[config.mk]
export PLATFORM = sky130hd
export DESIGN_NAME = triangle_fetch_unit
export DESIGN_NICKNAME = d
export VERILOG_FILES = /design/src/rtl/render_pkg.sv /design/src/rtl/tri_fifo.sv /design/src/rtl/triangle_fetch_unit.sv
export SDC_FILE = /design/constraint.sdc
export NUM_CORES = 2
export LEC_CHECK = 0
export ABC_CLOCK_PERIOD_IN_PS = 20200
export CAP_MARGIN = 20
export CORE_ASPECT_RATIO = 1.75
export CORE_MARGIN = 2
export CORE_UTILIZATION = 35
export CTS_CLUSTER_DIAMETER = 30
export CTS_CLUSTER_SIZE = 12
export DETAILED_ROUTE_END_ITERATION = 7
export DONT_BUFFER_PORTS = 1
export GPL_TIMING_DRIVEN = 1
export SLEW_MARGIN = 0
export SYNTH_ARGS = -nofsm -noshare
export SYNTH_HDL_FRONTEND = slang
export SYNTH_SLANG_ARGS = --single-unit
[constraint.sdc]
create_clock -name clk -period 20.2 [get_ports clk]
set_input_delay 2.02 -clock clk [delete_from_list [all_inputs] [get_ports clk]]
set_output_delay 2.02 -clock clk [all_outputs]
set_load 0.005 [all_outputs]
[src/rtl/render_pkg.sv]
// -----------------------------------------------------------------------------
// render_pkg
// Shared constants and types for the triangle fetch path.
//   ADDR_W      face / vertex SRAM address width
//   COORD_W     width of one vertex coordinate
//   COLOR_W     width of one vertex color
//   FACE_CNT_W  width of the face count and face counter
//   SRAM_LAT    cycles from a registered address to sample-able read data
//   state_t     fetch scheduler states
//   vertex_t    one vertex {x, y, z, color}
//   triangle_t  three vertices (v[0] is v1) plus the last-face flag
// -----------------------------------------------------------------------------
package render_pkg;

    localparam int ADDR_W     = 20;
    localparam int COORD_W    = 24;
    localparam int COLOR_W    = 24;
    localparam int FACE_CNT_W = 21;
    localparam int SRAM_LAT   = 3;

    typedef enum logic [2:0] {
        IDLE,
        FACE_REQ,
        FACE_WAIT,
        VERT_REQ,
        VERT_WAIT,
        PUSH,
        DRAIN,
        DONE
    } state_t;

    typedef struct packed {
        logic [COORD_W-1:0] x;
        logic [COORD_W-1:0] y;
        logic [COORD_W-1:0] z;
        logic [COLOR_W-1:0] color;
    } vertex_t;

    typedef struct packed {
        vertex_t [2:0] v;
        logic          last;
    } triangle_t;

    localparam int TRI_W = $bits(triangle_t);

endpackage

[src/rtl/tri_fifo.sv]
// -----------------------------------------------------------------------------
// tri_fifo
// DEPTH-entry first-word-fall-through buffer of packed triangle_t words.
//   clk, srst_n   clock, synchronous active-low reset
//   push_i/din_i  write a word (accepted when not full, or full with a pop)
//   pop_i         remove the head (ignored when empty)
//   dout_o        head word; forced to 0 while empty
//   full_o        occupancy == DEPTH
//   empty_o       occupancy == 0
//   count_o       current occupancy
// -----------------------------------------------------------------------------
module tri_fifo
    import render_pkg::*;
#(
    parameter int DEPTH = 2
) (
    input  logic                       clk,
    input  logic                       srst_n,
    input  logic                       push_i,
    input  logic [TRI_W-1:0]           din_i,
    input  logic                       pop_i,
    output logic [TRI_W-1:0]           dout_o,
    output logic                       full_o,
    output logic                       empty_o,
    output logic [$clog2(DEPTH+1)-1:0] count_o
);

    localparam int PTR_W = (DEPTH > 1) ? $clog2(DEPTH) : 1;
    localparam int CNT_W = $clog2(DEPTH + 1);

    logic [TRI_W-1:0] mem_q [DEPTH];
    logic [PTR_W-1:0] rd_q;
    logic [PTR_W-1:0] wr_q;
    logic [CNT_W-1:0] cnt_q;
    logic             do_push;
    logic             do_pop;

    function automatic logic [PTR_W-1:0] ptr_inc(input logic [PTR_W-1:0] p);
        return (p == PTR_W'(DEPTH - 1)) ? '0 : p + PTR_W'(1);
    endfunction

    assign full_o  = (cnt_q == CNT_W'(DEPTH));
    assign empty_o = (cnt_q == '0);
    assign count_o = cnt_q;
    assign do_pop  = pop_i && !empty_o;
    // When full, a same-cycle pop frees the slot the push lands in.
    assign do_push = push_i && (!full_o || do_pop);
    // Masking by empty keeps reset-time outputs at zero without resetting storage.
    assign dout_o  = empty_o ? '0 : mem_q[rd_q];

    // NOTE: the storage array has no reset; only pointers and count are reset,
    // and the empty mask above stops stale words from ever reaching the output.
    always_ff @(posedge clk) begin
        if (do_push) begin
            mem_q[wr_q] <= din_i;
        end
    end

    always_ff @(posedge clk) begin
        if (!srst_n) begin
            rd_q  <= '0;
            wr_q  <= '0;
            cnt_q <= '0;
        end else begin
            if (do_push) wr_q <= ptr_inc(wr_q);
            if (do_pop)  rd_q <= ptr_inc(rd_q);
            case ({do_push, do_pop})
                2'b10:   cnt_q <= cnt_q + CNT_W'(1);
                2'b01:   cnt_q <= cnt_q - CNT_W'(1);
                default: cnt_q <= cnt_q;
            endcase
        end
    end

endmodule

[src/rtl/triangle_fetch_unit.sv]
// -----------------------------------------------------------------------------
// triangle_fetch_unit
// Fetches faces 0..num_of_faces-1: one face SRAM read, then three back-to-back
// vertex SRAM reads, assembling one triangle into a FWFT buffer per face.
//   clk, srst_n          clock, synchronous active-low reset
//   start, num_of_faces  begin a run (sampled in IDLE); count latched on start
//   face_addr            registered face SRAM address
//   face_v1..face_v3     vertex indices returned by the face SRAM
//   vert_addr            registered vertex SRAM address
//   vert_x/y/z/color     vertex SRAM data
//   tri_valid/tri_ready  head-of-buffer handshake
//   tri_x/y/z/color      head triangle, v1 in the LSBs
//   tri_last             head triangle is the final face
//   busy, done           run in progress / one-cycle completion pulse
// -----------------------------------------------------------------------------
module triangle_fetch_unit
    import render_pkg::*;
#(
    parameter int DEPTH = 2
) (
    input  logic                    clk,
    input  logic                    srst_n,
    input  logic                    start,
    input  logic [FACE_CNT_W-1:0]   num_of_faces,
    output logic [ADDR_W-1:0]       face_addr,
    input  logic [ADDR_W-1:0]       face_v1,
    input  logic [ADDR_W-1:0]       face_v2,
    input  logic [ADDR_W-1:0]       face_v3,
    output logic [ADDR_W-1:0]       vert_addr,
    input  logic [COORD_W-1:0]      vert_x,
    input  logic [COORD_W-1:0]      vert_y,
    input  logic [COORD_W-1:0]      vert_z,
    input  logic [COLOR_W-1:0]      vert_color,
    output logic                    tri_valid,
    input  logic                    tri_ready,
    output logic [3*COORD_W-1:0]    tri_x,
    output logic [3*COORD_W-1:0]    tri_y,
    output logic [3*COORD_W-1:0]    tri_z,
    output logic [3*COLOR_W-1:0]    tri_color,
    output logic                    tri_last,
    output logic                    busy,
    output logic                    done
);

    localparam int WAIT_W = $clog2(SRAM_LAT + 1);
    localparam int CNT_W  = $clog2(DEPTH + 1);

    state_t                   state_q, state_d;
    logic [FACE_CNT_W-1:0]    count_q, fc_q;
    logic [WAIT_W-1:0]        wait_q;
    logic [1:0]               vidx_q;
    logic [ADDR_W-1:0]        v1_q, v2_q, v3_q;
    logic [ADDR_W-1:0]        face_addr_q, vert_addr_q, vsel;
    // One-hot slot tag per outstanding vertex read; the oldest stage lines up
    // with the cycle its data is on vert_*.
    logic [SRAM_LAT-1:0][2:0] tag_q;
    logic [2:0]               tag_in;
    triangle_t                tri_q, push_tri, head_tri;
    logic                     busy_q, done_q;
    logic                     accept, face_issue, face_capture, vert_issue, push, pop;
    logic                     fifo_full, fifo_empty;
    logic [CNT_W-1:0]         fifo_count;
    logic [TRI_W-1:0]         fifo_dout;

    // ---------------- FSM: state register ----------------
    // NOTE: sequential state uses non-blocking assignments so every register
    // samples pre-edge values regardless of block ordering.
    always_ff @(posedge clk) begin
        if (!srst_n) state_q <= IDLE;
        else         state_q <= state_d;
    end

    // ---------------- FSM: next state ----------------
    // NOTE: the default assignment first keeps this block free of inferred latches.
    always_comb begin
        state_d = state_q;
        case (state_q)
            IDLE:      if (start) state_d = (num_of_faces == '0) ? DONE : FACE_REQ;
            FACE_REQ:  if (!fifo_full) state_d = FACE_WAIT;
            FACE_WAIT: if (wait_q == '0) state_d = VERT_REQ;
            VERT_REQ:  if (vidx_q == 2'd2) state_d = VERT_WAIT;
            VERT_WAIT: if (tag_q[SRAM_LAT-1][2]) state_d = PUSH;
            PUSH:      state_d = ((fc_q + FACE_CNT_W'(1)) < count_q) ? FACE_REQ : DRAIN;
            DRAIN:     if (fifo_count == '0) state_d = DONE;
            DONE:      state_d = IDLE;
            default:   state_d = IDLE;
        endcase
    end

    // ---------------- FSM: outputs / datapath enables ----------------
    always_comb begin
        accept       = (state_q == IDLE) && start;
        // Admitting a face only with a free slot guarantees its push later.
        face_issue   = (state_q == FACE_REQ) && !fifo_full;
        face_capture = (state_q == FACE_WAIT) && (wait_q == '0);
        vert_issue   = (state_q == VERT_REQ);
        push         = (state_q == PUSH);
        tag_in       = vert_issue ? (3'b001 << vidx_q) : 3'b000;
        case (vidx_q)
            2'd0:    vsel = v1_q;
            2'd1:    vsel = v2_q;
            default: vsel = v3_q;
        endcase
    end

    // ---------------- Datapath ----------------
    always_ff @(posedge clk) begin
        if (!srst_n) begin
            count_q     <= '0;
            fc_q        <= '0;
            wait_q      <= '0;
            vidx_q      <= '0;
            v1_q        <= '0;
            v2_q        <= '0;
            v3_q        <= '0;
            face_addr_q <= '0;
            vert_addr_q <= '0;
            tag_q       <= '0;
            tri_q       <= '0;
            busy_q      <= 1'b0;
            done_q      <= 1'b0;
        end else begin
            if (accept) begin
                count_q <= num_of_faces;
                fc_q    <= '0;
                busy_q  <= 1'b1;
            end
            if (face_issue) begin
                face_addr_q <= fc_q[ADDR_W-1:0];
                wait_q      <= WAIT_W'(SRAM_LAT - 1);
            end else if ((state_q == FACE_WAIT) && (wait_q != '0)) begin
                wait_q <= wait_q - WAIT_W'(1);
            end
            if (face_capture) begin
                v1_q   <= face_v1;
                v2_q   <= face_v2;
                v3_q   <= face_v3;
                vidx_q <= '0;
            end
            if (vert_issue) begin
                vert_addr_q <= vsel;
                vidx_q      <= vidx_q + 2'd1;
            end
            tag_q[0] <= tag_in;
            for (int i = 1; i < SRAM_LAT; i++) begin
                tag_q[i] <= tag_q[i-1];
            end
            for (int s = 0; s < 3; s++) begin
                if (tag_q[SRAM_LAT-1][s]) tri_q.v[s] <= {vert_x, vert_y, vert_z, vert_color};
            end
            if (push) fc_q <= fc_q + FACE_CNT_W'(1);
            done_q <= (state_q == DONE);
            if (state_q == DONE) busy_q <= 1'b0;
        end
    end

    always_comb begin
        push_tri      = tri_q;
        push_tri.last = (fc_q == (count_q - FACE_CNT_W'(1)));
    end

    tri_fifo #(.DEPTH(DEPTH)) u_fifo (
        .clk     (clk),
        .srst_n  (srst_n),
        .push_i  (push),
        .din_i   (push_tri),
        .pop_i   (pop),
        .dout_o  (fifo_dout),
        .full_o  (fifo_full),
        .empty_o (fifo_empty),
        .count_o (fifo_count)
    );

    assign head_tri  = fifo_dout;
    assign tri_valid = !fifo_empty;
    assign pop       = tri_valid && tri_ready;
    assign tri_x     = {head_tri.v[2].x,     head_tri.v[1].x,     head_tri.v[0].x};
    assign tri_y     = {head_tri.v[2].y,     head_tri.v[1].y,     head_tri.v[0].y};
    assign tri_z     = {head_tri.v[2].z,     head_tri.v[1].z,     head_tri.v[0].z};
    assign tri_color = {head_tri.v[2].color, head_tri.v[1].color, head_tri.v[0].color};
    assign tri_last  = head_tri.last;
    assign face_addr = face_addr_q;
    assign vert_addr = vert_addr_q;
    assign busy      = busy_q;
    assign done      = done_q;

endmodule

## Word level (Yosys, flattened, before mapping)

Memory sizes are Yosys's and may differ from the RTL's. A register that Yosys moved wholly into a read port is not among the register bits.
Cells that the tools add are included.

| word-level totals | value |
|---|---|
| bits in writable memories | 578 |
| word-level logic and storage cells | 110 |
| memories | 1 |
| output and inout port bits | 332 |
| register bits | 452 |

Memories:

| memory | depth | bits a word | read ports | clocked after memory_dff | write ports | RTL line | RTL |
|---|---|---|---|---|---|---|---|
| u_fifo.mem_q | 2 | 289 | 1 | 1 | 1 | tri_fifo.sv:31 | `logic [TRI_W-1:0] mem_q [DEPTH];` |

| operators by class | value |
|---|---|
| multiplexer cells | 24 |
| $add $sub $neg | 8 |
| magnitude comparators | 1 |
| shifts and indexed selects | 1 |
| reductions and logical operators | 24 |
| equal/unequal tests | 19 |
| bitwise logic cells | 1 |

Operators by type and width:

| kind | count |
|---|---|
| $mux 289 | 1 |
| $mux 21 | 2 |
| $pmux 20 s2 | 1 |
| $mux 3 | 8 |
| $pmux 3 s8 | 1 |
| $add 21x1->21 const B | 1 |
| $eq 21x21->1 | 1 |
| $logic_not 21->1 | 1 |
| $lt 21x21->1 | 1 |
| $sub 21x1->21 const B | 1 |
| $eq 3x3->1 const B | 4 |
| $reduce_bool 2->1 | 5 |
| $mux 2 | 4 |
| $logic_and 1x1->1 | 7 |
| $eq 2x2->1 const B | 3 |
| $eq 3x2->1 const B | 2 |
| $logic_not 2->1 | 3 |
| $mux 1 | 6 |
| $ne 2x1->1 const B | 3 |
| $ne 2x2->1 const B | 3 |
| $reduce_and 6->1 | 1 |
| $add 2x1->2 const B | 2 |
| $eq 2x1->1 const B | 2 |
| $pmux 2 s2 | 1 |
| 10 further kinds | 14 |

## Logic depth before layout (Yosys ltp)

| depth | value |
|---|---|
| word-level depth | 8 |
| depth in mapped cells | 13 |

## Hierarchy

Synthesis repeated with hierarchy kept, for this count alone.

| unflattened totals | value |
|---|---|
| cell total of the unflattened synthesis | 3176 |
| area total of the unflattened synthesis | 40775.4 um^2 |

Modules (own cells, without submodules):

| module | instances | cells each | area each (um^2) |
|---|---|---|---|
| tri_fifo | 1 | 1250 | 22051.1 |
| triangle_fetch_unit | 1 | 1926 | 18724.2 |

## Worst setup path after synthesis

No wires, ideal clock.

| timing | value |
|---|---|
| path type | input to register |
| start point | in tri_ready |
| end point | mem u_fifo.mem_q[0][0] (netlist name), enable pin |
| path slack | 5.127 ns |
| stages | 2 |
| buffers on the path | 0 |
| data arrival time | 14.127 ns |
| setup time | 0.946 ns |
| cells stage by stage | o21ai_1 -> nor2_1 |

| on the way | value |
|---|---|
| word-level cells in the longest chain between the ends | 6 |

Ends and longest elaborated chain:

| what | RTL line | RTL |
|---|---|---|
| start: declaration | triangle_fetch_unit.sv:35 | `input logic tri_ready,` |
| $logic_and 1x1->1 | triangle_fetch_unit.sv:176 | `assign pop = tri_valid && tri_ready;` |
| $logic_and 1x1->1 | tri_fifo.sv:45 | `assign do_pop = pop_i && !empty_o;` |
| $logic_or 1x1->1 | tri_fifo.sv:47 | `assign do_push = push_i && (!full_o \|\| do_pop);` |
| $logic_and 1x1->1 | tri_fifo.sv:47 |  |
| $mux 1 | tri_fifo.sv:54 | `if (do_push) begin` |
| $mux 1 (implied by the code) | tri_fifo.sv:55 | `mem_q[wr_q] <= din_i;` |
| end: declaration | tri_fifo.sv:31 |  |

Every way passes these cells.

==> flow_metrics.py <==
metrics = {
    "timing": {
        "period_minus_slack_ns": 5.57,
        "clock.fmax_mhz": 179,
        "post-route-worst-setup-slack_ns": 14.63,
        "relSlewSlack": 0.238,
        "whs_ns": 0.432,
        "setup_violations": 0,
        "rsz0062_at_grt": "false",
        "tightest_slew_ns": 1.14,
        "fin_skew_ns": 0.0288,
        "drv_slew": 0,
        "finalSetupTns_ns": 0,
        "period_share": 0.276,
        "hold_violations": 0,
    },
    "synthesis": {
        "yosysWarnings": 0,
        "synth_edf_count": 578,
        "synth.distinct_cells": 60,
        "yosys_most_used_dff": "edfxtp_1",
        "async_reset_ff_frac": 0,
        "seq_area_frac_synth": 0.670,
        "synth_seq_cells": 1031,
        "syn-instance-count": 3186,
        "avgSynthCellArea_sq_um": 12.4,
        "synth.net_count": 3394,
        "syn_area_sq_um": 39400,
    },
    "final_layout": {
        "fin_nets": 3369,
        "drive_above_1_share": 0.0894,
        "synthToLayoutAreaGrowth_pct": 15.8,
    },
    "setup_path": {
        "rr_worst_depth": 8,
        "worst_ep_required_time_ns": 18.18,
        "r2r_setup_slack_ns": 15.70,
        "end_kind": "output pin",
        "reg2reg_to": "u_fifo.mem_q[0][234]$_DFFE_PP_",
        "slowest_delay_ns": 0.78,
        "worstReg2RegStart": "state_q[1]$_SDFFE_PN0P_",
        "critPathBufInv": 4,
        "crit_path_max_fanout": 57,
        "start_kind": "flip-flop",
        "cp_data_arrival_time_ns": 3.55,
        "path_class": "flip-flop to output pin",
        "crit_family": "buffers and inverters",
        "cp_slowest_cell": "buf_4",
        "path_cells": "buf_4, buf_4, buf_16, buf_4, mux2i_1, nor2_1",
        "critPathMostFrequentCell": "buf_4",
    },
    "power": {
        "ir_drop_mv": 0.0807,
        "pwr-share-clk": 0.495,
        "p_int_uw": 3800,
        "pwr_density_cell_nw_per_um2": 108,
        "combinationalPowerShare": 0.046,
        "netSwitchingFraction": 0.231,
        "p_leak_uw": 0.0153,
        "netSwitchingPower_uw": 1140,
        "pwr-share-seq": 0.458,
        "power_uw": 4930,
    },
    "clock_tree": {
        "clk_pin_slew_ns": 0.05,
        "cts_tree": "done",
        "clk_latency_ns": 0.76,
        "htreeDepth": 4,
        "cts_buffers": 140,
        "post-cts-setup-buffer-count": 0,
        "clockBufferDepth": 3,
        "clkSinkCount": 1031,
        "root_buffer": "clkbuf_16",
        "ctsHoldBuffers": 0,
        "ctsResizeCount": 0,
    },
    "floorplanning": {
        "start_util": 0.351,
        "die_height_um": 448,
        "row_count": 163,
        "die_w_um": 258,
        "dieArea_sq_um": 116000,
        "coreArea_sq_um": 112000,
        "io_pins": 513,
    },
    "route": {
        "antenna_left": 0,
        "vias": 23300,
        "first_pass_iters": 5,
        "vias_per_cell": 4.89,
        "drtIter0Drc": 1303,
        "drcViolationCount": 0,
        "totalWireLength_um": 97200,
        "wl_per_cell_um": 20.4,
    },
    "min_path": {
        "min_from": "tag_q[5]$_SDFF_PN0_",
        "hold_depth": 1,
        "holdPathEnd": "tag_q[8]$_SDFF_PN0_",
        "hold_path_class": "flip-flop to flip-flop",
    },
    "global_routing": {
        "grt_antenna_before_repair": 2,
        "gr-total-overflow": 0,
        "grt_max_degree": 176,
        "grt_pass1_vias": 23300,
        "grt_util_all_layers": 0.164,
        "grt_pass1_wl_um": 143000,
    },
    "placement": {
        "place_congestion": 0.810,
        "dp_hpwl_um": 63700,
        "dp_slack_ns": 14.86,
        "io_buffers": 0,
    },
    "run": {
        "drv_cap": 0,
    },
    "outcome": {
        "status": "finished, final reports clean",
    },
}
## power groups by stage
stage          combinational [uW]  sequential [uW]  clock (uW)
5_1_grt                       257             2270        2580
3_3_place_gp                  225             2300           0
4_1_cts                       231             2260        2500
2_1_floorplan                 186             2290           0
3_5_place_dp                  230             2310           0
6_report                      228             2260        2440
## synthesized netlist by cell type (all sizes together), types with 3 or more instances
master / count / area share
buf: 15 / 0.0015
or4: 4 / 0.00076
nor2: 632 / 0.060
o31ai: 3 / 0.00057
xor2: 10 / 0.0022
a31oi: 5 / 0.00079
nand2: 238 / 0.023
nor3: 19 / 0.0024
or3: 5 / 0.00079
xnor2: 34 / 0.0075
nand2b: 5 / 0.00079
nand3: 24 / 0.0030
inv: 33 / 0.0031
dfxtp: 453 / 0.23
ha: 27 / 0.0086
and3: 6 / 0.00095
clkbuf: 191 / 0.018
nor4: 13 / 0.0028
nand4: 13 / 0.0021
mux2i: 577 / 0.15
a21oi: 170 / 0.022
edfxtp: 578 / 0.44
a21o: 9 / 0.0017
and2: 10 / 0.0016
a211oi: 3 / 0.00057
o21ai: 45 / 0.0057
a2111oi: 3 / 0.00067
a22oi: 27 / 0.0051
## logic make-up (layout without fill, tap and decap cells)
family,Yosys count,in the layout,share of synthesized area
AND/OR/NAND/NOR,985,985,0.102
flip-flops,1031,1031,0.670
buffers and inverters,239,332,0.0228
adder cells (fa/ha/maj),27,27,0.00856
multiplexers,578,578,0.147
XOR/XNOR,44,44,0.00977
AO/OA/AOI/OAI,282,282,0.0404
other,0,2,0
## area by class of cell
class | instances | area, sq um
clock buffer | 172 | 3780
multi-input combinational | 1916 | 12200
fill | 10500 | 66700
sequential | 1031 | 26400
timing repair buffer | 39 | 355
inverter | 33 | 131
antenna | 2 | 5.00
clock inverter | 88 | 947
tap | 1485 | 1860
## placed cells by master, fill, tap and decap left out, drive strengths merged, types with 24 or more instances in the layout
cell	instances
nor2	632
edfxtp	578
mux2i	577
dfxtp	453
nand2	238
clkbuf	172
a21oi	170
inv	58
o21ai	45
clkinv	44
buf	39
xnor2	34
a22oi	27
ha	27
nand3	24
## metrics by stage
| stage | util | cells | instance area [sq um] |
|---|---|---|---|
| global placement | 0.364 | 4500 | 40900 |
| detailed placement | 0.364 | 4502 | 40900 |
| CTS | 0.406 | 4762 | 45600 |
| global route | 0.406 | 4766 | 45700 |
| finish | 0.406 | 4766 | 45700 |
| floorplan | - | 3186 | 39400 |
## metal layers
layer	vias to the layer above	GRT usage	wire (um)
met5	-	0	0
li1	11200	-	-
met1	11300	0.176	37000
met4	0	0.0844	4170
met3	203	0.0558	7400
met2	688	0.286	48600
## worst max-delay path by stage
| stage | start | end | slack [ns] | cells after the start |
|---|---|---|---|---|
| after CTS | flip-flop | tri_x[6] | 14.14 | 5 |
| after global placement | flip-flop | tri_x[32] | 14.56 | 5 |
| final | flip-flop | tri_x[9] | 14.63 | 6 |
| after global routing | flip-flop | tri_z[22] | 14.37 | 6 |
| after detailed placement | tri_ready | u_fifo.mem_q[1][233]$_DFFE_PP_ | 14.86 | 5 |
| after floorplan | tri_ready | u_fifo.mem_q[0][0]$_DFFE_PP_ | 5.13 | 2 |
## sequential cells by signal (all words and copies together), names as in the netlist, 2 cells and up, named ones only
register and cells:
state_q 3, wait_q 2, v3_q 20, fc_q 21
push_tri 288, v2_q 20, v1_q 20, count_q 21
vidx_q 2, tag_q 9, u_fifo.count_o 2, face_addr 20
u_fifo.mem_q 578, vert_addr 20
Note: power is estimated with default switching activity, not from simulation.
